`src/rtl/led_disp_pkg.sv`:
```
// Shared definitions for the LED display arbiter slice.
// Contents:
//   state_t   - arbiter FSM states (IDLE, HOLD)
//   NREQ_DEF  - default number of requesters
//   N_DEF     - default displayed value width
//   circ_inc  - circular index increment, wraps to 0 at n
package led_disp_pkg;

  typedef enum logic {
    IDLE = 1'b0,
    HOLD = 1'b1
  } state_t;

  localparam int NREQ_DEF = 4;
  localparam int N_DEF    = 8;

  function automatic int circ_inc(input int idx, input int n);
    return (idx + 1 >= n) ? 0 : idx + 1;
  endfunction

endpackage

```
`src/rtl/led_display_arbiter_rr_picker.sv`:
```
// Combinational round-robin picker.
// Finds the first set bit of req at or after rr_ptr, searching circularly.
// Ports:
//   req    - request vector
//   rr_ptr - index where the search starts
//   any    - high when at least one request is set
//   idx    - index of the chosen request (0 when any is low)
module rr_picker
  import led_disp_pkg::*;
#(
  parameter  int NREQ = NREQ_DEF,
  localparam int IDXW = (NREQ > 1) ? $clog2(NREQ) : 1
) (
  input  logic [NREQ-1:0] req,
  input  logic [IDXW-1:0] rr_ptr,
  output logic            any,
  output logic [IDXW-1:0] idx
);

  // Walk offsets from farthest to nearest so the nearest set bit wins.
  always_comb begin
    int pos;
    any = |req;
    idx = '0;
    pos = 0;
    for (int k = NREQ - 1; k >= 0; k--) begin
      pos = int'(rr_ptr) + k;
      if (pos >= NREQ) pos = pos - NREQ;
      if (req[pos]) idx = IDXW'(pos);
    end
  end

endmodule

```
`src/rtl/led_display_arbiter.sv`:
```
// Round-robin arbiter sharing one seven-segment display between NREQ
// requesters. A winner's value is captured and shown for HOLD_CYCLES
// cycles, after which the winner gets a one-cycle done pulse.
// Ports:
//   clk        - system clock, rising edge
//   reset      - synchronous active-high reset
//   req        - per-requester request level
//   req_value  - packed values, requester i at [i*N +: N]
//   grant      - one-hot owner of the display (or zero)
//   done       - one-cycle pulse to the owner when its hold completes
//   disp_value - value driven to the display driver
//   disp_valid - high while a grant is active
module led_display_arbiter
  import led_disp_pkg::*;
#(
  parameter int NREQ        = NREQ_DEF,
  parameter int N           = N_DEF,
  parameter int HOLD_CYCLES = 1024,
  parameter int CNT_W       = 10
) (
  input  logic              clk,
  input  logic              reset,
  input  logic [NREQ-1:0]   req,
  input  logic [NREQ*N-1:0] req_value,
  output logic [NREQ-1:0]   grant,
  output logic [NREQ-1:0]   done,
  output logic [N-1:0]      disp_value,
  output logic              disp_valid
);

  localparam int IDXW = (NREQ > 1) ? $clog2(NREQ) : 1;

  state_t            state, state_nxt;
  logic [CNT_W-1:0]  hold_cnt, hold_cnt_nxt;
  logic [IDXW-1:0]   rr_ptr, rr_ptr_nxt;
  logic [IDXW-1:0]   owner, owner_nxt;
  logic [NREQ-1:0]   grant_nxt, done_nxt;
  logic [N-1:0]      disp_value_nxt;
  logic              disp_valid_nxt;
  logic              pick_any;
  logic [IDXW-1:0]   pick_idx;

  rr_picker #(.NREQ(NREQ)) u_picker (
    .req    (req),
    .rr_ptr (rr_ptr),
    .any    (pick_any),
    .idx    (pick_idx)
  );

  always_ff @(posedge clk) begin
    if (reset) begin
      state      <= IDLE;
      hold_cnt   <= '0;
      rr_ptr     <= '0;
      owner      <= '0;
      grant      <= '0;
      done       <= '0;
      disp_value <= '0;
      disp_valid <= 1'b0;
    end else begin
      state      <= state_nxt;
      hold_cnt   <= hold_cnt_nxt;
      rr_ptr     <= rr_ptr_nxt;
      owner      <= owner_nxt;
      grant      <= grant_nxt;
      done       <= done_nxt;
      disp_value <= disp_value_nxt;
      disp_valid <= disp_valid_nxt;
    end
  end

  always_comb begin
    state_nxt      = state;
    hold_cnt_nxt   = hold_cnt;
    rr_ptr_nxt     = rr_ptr;
    owner_nxt      = owner;
    grant_nxt      = grant;
    done_nxt       = '0;
    disp_value_nxt = disp_value;
    disp_valid_nxt = disp_valid;

    case (state)
      IDLE: begin
        if (pick_any) begin
          owner_nxt            = pick_idx;
          grant_nxt            = '0;
          grant_nxt[pick_idx]  = 1'b1;
          disp_value_nxt       = req_value[pick_idx*N +: N];
          disp_valid_nxt       = 1'b1;
          hold_cnt_nxt         = '0;
          state_nxt            = HOLD;
        end
      end

      HOLD: begin
        // Abandon is checked first so it wins over a coincident expiry.
        if (!req[owner] || hold_cnt == CNT_W'(HOLD_CYCLES - 1)) begin
          if (req[owner]) done_nxt[owner] = 1'b1;
          grant_nxt      = '0;
          disp_valid_nxt = 1'b0;
          rr_ptr_nxt     = IDXW'(circ_inc(int'(owner), NREQ));
          state_nxt      = IDLE;
        end else begin
          hold_cnt_nxt = hold_cnt + CNT_W'(1);
        end
      end

      default: state_nxt = IDLE;
    endcase
  end

endmodule

```
`config.mk`:
```
export PLATFORM = sky130hd
export DESIGN_NAME = led_display_arbiter
export DESIGN_NICKNAME = d
export VERILOG_FILES = /design/src/rtl/led_disp_pkg.sv /design/src/rtl/led_display_arbiter_rr_picker.sv /design/src/rtl/led_display_arbiter.sv
export SDC_FILE = /design/constraint.sdc
export NUM_CORES = 1
export LEC_CHECK = 0
export BUFFER_PORTS_ARGS = -buffer_cell sky130_fd_sc_hd__buf_4
export CAP_MARGIN = 5
export CORE_ASPECT_RATIO = 1.1
export CORE_MARGIN = 2
export CORE_UTILIZATION = 49
export CTS_CLUSTER_DIAMETER = 60
export DETAILED_ROUTE_END_ITERATION = 10
export PLACE_DENSITY = 0.77
export SETUP_SLACK_MARGIN = 0.2
export SLEW_MARGIN = 20
export SYNTH_ARGS = -nofsm -noshare
export SYNTH_HDL_FRONTEND = slang
export SYNTH_SLANG_ARGS = --single-unit
```
`constraint.sdc`:
```
create_clock -name clk -period 2.92 [get_ports clk]
set_input_delay 0.584 -clock clk [delete_from_list [all_inputs] [get_ports clk]]
set_output_delay 0.584 -clock clk [all_outputs]
set_load 0.005 [all_outputs]
```
==> reports/results.txt, run 1 <==
The flow ran to the end, and the final reports show no timing, DRC or antenna violations. Setup violations remaining at the end of the flow were counted as 0. During I/O placement, the number of pins put on the boundary was 55. By area the synthesized netlist is led by sky130_fd_sc_hd__dfxtp_1 (39%), sky130_fd_sc_hd__mux2i_1 (11%), sky130_fd_sc_hd__a221oi_1 (4.2%).

The run gives 65.0% as the final core utilization. Cells with a size suffix above 1 make up 29.5% of the layout. The H-tree was split into 2 levels.

After the first detailed-routing iteration, the DRC count stood at 135. The die is 65.1 microns tall. After detailed routing, the average wire length per cell comes to 13.5 microns. In this run the worst hold path is classified as reg -> reg. Hold repair after CTS inserted 0 buffers. The number of enable-type register cells in the synthesized netlist was 0; the upper clock frequency limit was 512 MHz. Across the run, the number of max-cap violations was 0. The tools report the maximum root-to-sink buffer count as 2. IR analysis of the VDD net gives a maximum drop of 0.000219 V.

In the global route stage, overall resource usage came out at 21.2%. The logs give 3.15 ns for the data required time of the worst path and 1660 sq um for the synthesized cell area. The part of the cycle the worst path needs is 66.9%. In this run the remaining antenna-violating nets after routing total 0. From synthesis to final layout, the design area changed by 29.2%. For this block, the routed nets add up to 3.74 mm of wire.

Between clock sinks in the finished design, the worst skew comes to 0.00729 ns. Across the whole layout, storage elements account for 641 sq um. The via count of the routed design came out at 1549. Counting every sink on the clock net gives 32.

For the post-synthesis net count, the log shows 231. Final cell area excluding filler cells: 2150 sq um. For this run, the leading register cell type out of synthesis is sky130_fd_sc_hd__dfxtp_1. The largest fanout of any net on the critical path is 8. For the count of final hold-check violations, the log shows 0. The tools report the number of global-route vias before repair as 1439.

The die is 59.5 microns wide. For this run, the number of Yosys warnings is 0. The floorplan step defined a core boundary enclosing 3300 sq um.

The tools report the capturing element type of the critical path as a flop. Post-layout minimum cycle time: 1.95 ns. The tools report the CTS buffer count as 5.

The worst setup path is of the reg -> reg kind. The tools report the global-route congestion overflow total as 0. Counting flops and latches in the post-synthesis netlist gives 32. Summing the sequential cell areas from Yosys gives 38.6% of the chip area. TritonCTS built the clock tree.

The cell type with the largest total area after synthesis was sky130_fd_sc_hd__dfxtp_1. The startpoint type of the worst setup path was a flop. The fill cell total of the finished layout was 279. The area share of the largest cell type after synthesis was 38.6%; the synthesized netlist cell count was 188.

The combined area of the multi-input logic cells was 948 sq um; the post-detailed-route via-to-cell ratio was 5.59. The post-CTS setup repair buffer count is 0, and the power density normalized to cell area is 461 nW/um^2. The die covers 3870 sq um. The repair_antennas step left the layout with diodes totalling 0. The static leakage is 0.919 nW, and the slew at the pin with the worst max-slew slack is 0.921 ns.

Yosys mapped the design onto 44 distinct sky130hd cell types. The logs give 284 for the number of nets in the layout and 0 for the count of final max-slew check failures. Root buffer cell: sky130_fd_sc_hd__clkbuf_4.

The placement row count is 22, and the placer's final routability congestion estimate is 0.858. The first detailed-routing pass ran for 4 iterations. Data arrives at the worst endpoint at 2.18 ns. The tools report the post-route DRC violation count as 0. The initial antenna violation count was 0; the port buffer count was 54. The logs give 0.97 ns for the minimum setup slack among reg-to-reg paths and 2.72 mm for the estimated wirelength of the detail-placed design.

Once the floorplan was initialized, standard cells occupied 50.3% of the core. Entering global routing, the biggest net connects 22 pins. The first global-routing pass estimated 6.21 mm of wire. The worst slew margin relative to its limit was 38.4%; the synthesized area per cell was 8.83 sq um. The number of gates resized after CTS was 0. Accumulated negative setup slack: 0 ns.

CTS clock-pin slew for the worst setup and hold paths: 0.10 ns. Setup repair after global routing left no endpoint under its margin. The async set-reset flop share out of synthesis was 0%.

The placed instances occupy a cell area of 2080 sq um. The clock reaches the later pin of the worst-skew pair after 0.34 ns.
## placed cells by master (no fill, tap or decap), types with 2 or more instances in the layout
master                      Yosys  routed
sky130_fd_sc_hd__a221oi_1       8       8
sky130_fd_sc_hd__nor2b_1        2       2
sky130_fd_sc_hd__nand3_1        7       7
sky130_fd_sc_hd__clkbuf_8       0       2
sky130_fd_sc_hd__ha_1           5       5
sky130_fd_sc_hd__nor3_1         5       5
sky130_fd_sc_hd__mux2i_1       18      18
sky130_fd_sc_hd__a2bb2oi_1      2       2
sky130_fd_sc_hd__and3_1         3       3
sky130_fd_sc_hd__nor2_1        16      16
sky130_fd_sc_hd__inv_1          9       9
sky130_fd_sc_hd__dfxtp_1       32      32
sky130_fd_sc_hd__nand2_1       18      18
sky130_fd_sc_hd__a21oi_1        6       6
sky130_fd_sc_hd__buf_4          0      55
sky130_fd_sc_hd__o21ai_0       13      13
sky130_fd_sc_hd__clkbuf_4       0       5
sky130_fd_sc_hd__o21ai_1        8       8
sky130_fd_sc_hd__or3_1          2       2
## through the flow
step / instances / hold slack, ns / total power [mW] / setup slack, ns
finish: 277 / 0.495 / 0.989 / 0.968
CTS: 277 / 0.487 / 1.00 / 0.975
global route: 277 / 0.527 / 1.04 / 0.866
global placement: 270 / 0.465 / 0.713 / 0.773
floorplan: 188 / 0.443 / 0.618 / 1.01
detailed placement: 270 / 0.471 / 0.715 / 0.706
## worst max-delay path, stage by stage, from the launching register on
cell and delay (ns):
sky130_fd_sc_hd__dfxtp_1 0.40, sky130_fd_sc_hd__ha_1 0.21, sky130_fd_sc_hd__and3_1 0.33, sky130_fd_sc_hd__nand4_4 0.21, sky130_fd_sc_hd__a21boi_2 0.40, sky130_fd_sc_hd__mux2i_1 0.25, sky130_fd_sc_hd__nor2_1 0.05
## kinds of logic (layout without fill, tap and decap cells)
logic type,Yosys count,in the layout,synth area share [%]
flops,32,32,38.6
mux,19,19,12.2
fa+ha+maj,5,5,3.77
compound gates,50,50,21.0
xor+xnor,2,2,1.06
simple gates,62,62,18.8
buf+inv,18,71,4.67
## metal layers
layer / routed length [microns] / vias up / track usage [%]
met5: 0 / - / 0
met4: 56 / 0 / 8.61
met3: 333 / 6 / 9.38
met2: 1730 / 71 / 32.8
met1: 1630 / 679 / 25.4
li1: - / 793 / -
## synth_stat cells, drive strengths merged, types with 2 or more instances
cell	number
a221oi	8
nor3	6
mux2i	18
nand3	7
buf	3
a2bb2oi	2
nor2	16
inv	9
nor2b	2
dfxtp	32
nand2	18
or3	2
a21oi	7
o21ai	22
nand4	2
and2	2
clkbuf	6
and3	3
ha	5
## cell type report
class                      count  area share [%]
inverter                       9            1.57
multi-input combinational    138            44.2
tap                           36            2.10
clock buffer                   7            3.03
sequential                    32            29.9
timing repair buffer          55            19.2
## path summary, 6_finish.rpt
| check | end | from | depth (start not counted) |
|---|---|---|---|
| worst max-delay path | rr_ptr[1]$_SDFFE_PP0P_ | hold_cnt[0]$_SDFFE_PP0P_ | 6 |
| worst min-delay path | hold_cnt[7]$_SDFFE_PP0P_ | hold_cnt[7]$_SDFFE_PP0P_ | 1 |
| worst max register to register | rr_ptr[1]$_SDFFE_PP0P_ | hold_cnt[0]$_SDFFE_PP0P_ | 6 |
| worst min register to register | hold_cnt[7]$_SDFFE_PP0P_ | hold_cnt[7]$_SDFFE_PP0P_ | 1 |
## power breakdown
part | switching, mW | internal, mW
logic | 0.108 | 0.115
clock network | 0.147 | 0.136
registers | 0.0191 | 0.463
total | 0.274 | 0.715
## flip-flops by register name (all words and copies together) (netlist names)
| signal | cells |
|---|---|
| disp_valid | 1 |
| disp_value | 8 |
| done | 4 |
| grant | 4 |
| hold_cnt | 10 |
| owner | 2 |
| rr_ptr | 2 |
| state | 1 |
No activity file was read; power rests on OpenSTA's default activity.
==> run 2: changes to the inputs <==
==> constraint.sdc (replaced) <==
create_clock -name clk -period 1.85 [get_ports clk]
set_input_delay 0.37 -clock clk [delete_from_list [all_inputs] [get_ports clk]]
set_output_delay 0.37 -clock clk [all_outputs]
set_load 0.005 [all_outputs]
==> run 2 against run 1 <==
  * Worst hold slack got worse by 0.15 ns
  * Non-clock buffer count is 16 higher
  * Critical endpoint unchanged
  * Clock-buffer cell count up 1
  * Die area did not move
  * First-iteration DRC count is 57% lower
  * Sequential share of layout area is 2.4 points lower
  * Critical path depth down 1
  * Sequential cell count stayed put
  * Register-to-register slack worse by 0.80 ns
  * Total power up 61%
==> reports/results.txt, run 2 (synthesis results as in run 1) <==
The initial antenna violation count came out at 0 (unchanged). TritonCTS built the clock tree. For the data required time of the worst path, the log shows 2.07 ns (-1.08 ns). In the final layout, the registers with the most flip-flops are hold_cnt: 10 flops, disp_value: 8 flops. The static leakage is 1.01 nW (+9.7%), and the placer's final routability congestion estimate is 0.928 (+8.1%). The worst setup path is of the reg -> reg kind. The library cell used most frequently in the layout, excluding fill and tap cells, is sky130_fd_sc_hd__buf_4. The clock sink total was 32 (unchanged).

Startpoint type of the worst setup path: a flop. The run gives 1624 (+4.8%) as the via count of the routed design. The die height was 65.1 microns (unchanged); the placement row count was 22 (unchanged).

The largest fanout of any net on the critical path works out to 8 (unchanged). The run gives 58 (-57%) as the violation count after the first detailed-routing iteration. The logs give 0.000396 V (+80%) for the worst-case vdd ir drop and 3.97 mm (+6.2%) for the routed wire length. The tools report the accumulated negative setup slack as 0 ns (unchanged). Capturing element type of the critical path: a flop.

The fraction of layout cells with a size suffix above 1 was 38.8% (+9.3 points). For the detailed-router iteration count before antenna repair, the log shows 4 (unchanged). The run gives 0.33 ns (about the same) as the clock insertion delay at the later pin of the skew report.

The worst clock skew was 0.00880 ns (+0.00151 ns); the post-layout minimum cycle time was 1.68 ns (-0.274 ns). The first-pass GRT wire length is 6.56 mm (+5.7%), and the die footprint is 3870 sq um (unchanged). Leaving out fill and tap cells, the most frequent cells in the layout are sky130_fd_sc_hd__buf_4 (67), sky130_fd_sc_hd__dfxtp_1 (29), sky130_fd_sc_hd__mux2i_1 (17).

The count of maximum capacitance violations is 0 (unchanged). The flow ran to the end, and the final reports show no timing, DRC or antenna violations. hold_cnt holds more flip-flops than any other register. Number of global-route vias before repair: 1520 (+5.6%).

The tightest min-delay check is of the in -> reg type. The run gives 264 (-5.4%) as the fill cell total of the finished layout. The root buffer cell was sky130_fd_sc_hd__clkbuf_4. The run gives 22.1% (+0.88 points) as the global routing usage summed across all routing layers.

The tools report the cts-stage hold buffer count as 0 (unchanged). The estimated wirelength of the detail-placed design is 2.82 mm (+3.6%). Setup repair after global routing could not meet its margin everywhere. The signal on the critical path passes through mux4_2, buf_6, a21boi_4, mux2i_1, nor2_1. The number of nets with antenna violations after detailed routing is 0 (unchanged), and the power density normalized to cell area is 678 nW/um^2 (+47%). The post-route DRC violation count came out at 0 (unchanged).

The data arrival time at the worst-slack endpoint was 1.90 ns (-0.28 ns). CTS buffer count: 5 (unchanged). The run gives 55 (unchanged) as the number of primary I/O pins. The port buffer count is 54 (unchanged). The logs give 0 (unchanged) for the count of final max-slew check failures and 0.0178 ns (-0.688 ns) for the worst-case setup slack after placement. The tools report the area inside the core boundary as 3300 sq um (unchanged). The critical path's slowest cell was sky130_fd_sc_hd__mux4_2. Part of the cycle the worst path needs: 90.7% (+24 points). The peak per-stage delay on the critical path is 0.52 ns (+0.12 ns).

The detailed-route wire length per cell is 13.5 microns (about the same). The CTS clock-pin slew for the worst setup and hold paths was 0.09 ns (about the same); the die span in x was 59.5 microns (unchanged). The slew at the pin with the worst max-slew slack came out at 0.480 ns (-0.441 ns). The worst path setup slack after routing came out at 0.171 ns (-0.796 ns). The global-route congestion overflow total is 0 (unchanged), and the post-detailed-route via-to-cell ratio is 5.52 (-1.2%).

The tools report the maximum root-to-sink buffer count as 2 (unchanged). The logs give 50.3% (unchanged) for the starting density of the core and 68.0% (+30 points) for the worst slew margin relative to its limit. The flip-flop count of the largest register after layout was 10 (unchanged); the final number of setup-violating endpoints was 0 (unchanged).

The area added between synthesis and finish is 41.7%. Number of nets in the layout: 300 (+5.6%). The run gives 22 (unchanged) as the pin count of the biggest net entering global routing. The count of final hold-check violations is 0 (unchanged), and the count of antenna diodes in the layout is 0 (unchanged). The logs give 2 (unchanged) for the number of H-tree levels and 596 MHz (+16%) for the upper clock frequency limit.
## run 2: cell types whose count changed in the layout (fill, tap and decap cells not counted), sizes merged
| cell | before | now |
|---|---|---|
| clkbuf | 7 | 9 |
| buf | 55 | 70 |
## run 2: where the power goes
group | internal [mW] | switching (mW) | leakage, nW
registers | 0.731 | 0.0237 | 0.263
clock network | 0.187 | 0.230 | 0.0326
logic | 0.230 | 0.194 | 0.713
total | 1.15 | 0.448 | 1.01
## run 2: routing by layer
layer | wire (microns) | GRT usage [%] | vias to the layer above
li1 | - | - | 826
met1 | 1730 | 27.1 | 729
met2 | 1910 | 35.9 | 63
met3 | 297 | 5.19 | 6
met4 | 42 | 10.6 | 0
met5 | 0 | 0 | -
## run 2: stage by stage
step | total power, mW | hold WS (ns) | util, % | area (sq um) | std cells
floorplan | 0.979 | 0.443 | - | 1670 | 188
global placement | 1.16 | 0.464 | 66.3 | 2190 | 281
detailed placement | 1.16 | 0.476 | 66.3 | 2190 | 281
CTS | 1.58 | 0.337 | 68.8 | 2270 | 291
global route | 1.68 | 0.345 | 71.3 | 2350 | 294
finish | 1.60 | 0.344 | 71.3 | 2350 | 294
## run 2: final cells by class
cell class | count | area [sq um] | area share (%)
repair buffers | 71 | 571 | 24.2
flip-flops and latches | 32 | 647 | 27.5
multi-input cells | 138 | 998 | 42.4
inverters | 9 | 33.8 | 1.44
clock buffers | 8 | 58.8 | 2.50
well taps | 36 | 45.0 | 1.91
## run 2: repair_timing
item,in CTS,in global routing
setup endpoints to repair,14,24
pin swaps,2,4
setup buffers,2,2
gates cloned,0,1
gates resized for setup,4,15
hold endpoints to repair,0,0
## run 2: path summary, 6_finish.rpt
kind / start / to / slack, ns / cells past startpoint
worst max-delay path: owner[1]$_SDFFE_PP0P_ / rr_ptr[1]$_SDFFE_PP0P_ / 0.17 / 5
worst min register to register: hold_cnt[7]$_SDFFE_PP0P_ / hold_cnt[7]$_SDFFE_PP0P_ / 0.49 / 2
worst max register to register: owner[1]$_SDFFE_PP0P_ / rr_ptr[1]$_SDFFE_PP0P_ / 0.17 / 5
worst min-delay path: reset / owner[1]$_SDFFE_PP0P_ / 0.34 / 2
## run 2: worst max-delay path: cells and delay by family (launching register included)
family	cells	cell delay [ns]
AO/OA/AOI/OAI	1	0.28
buffers and inverters	1	0.14
flip-flops	1	0.36
multiplexers	2	0.75
AND/OR/NAND/NOR	1	0.05
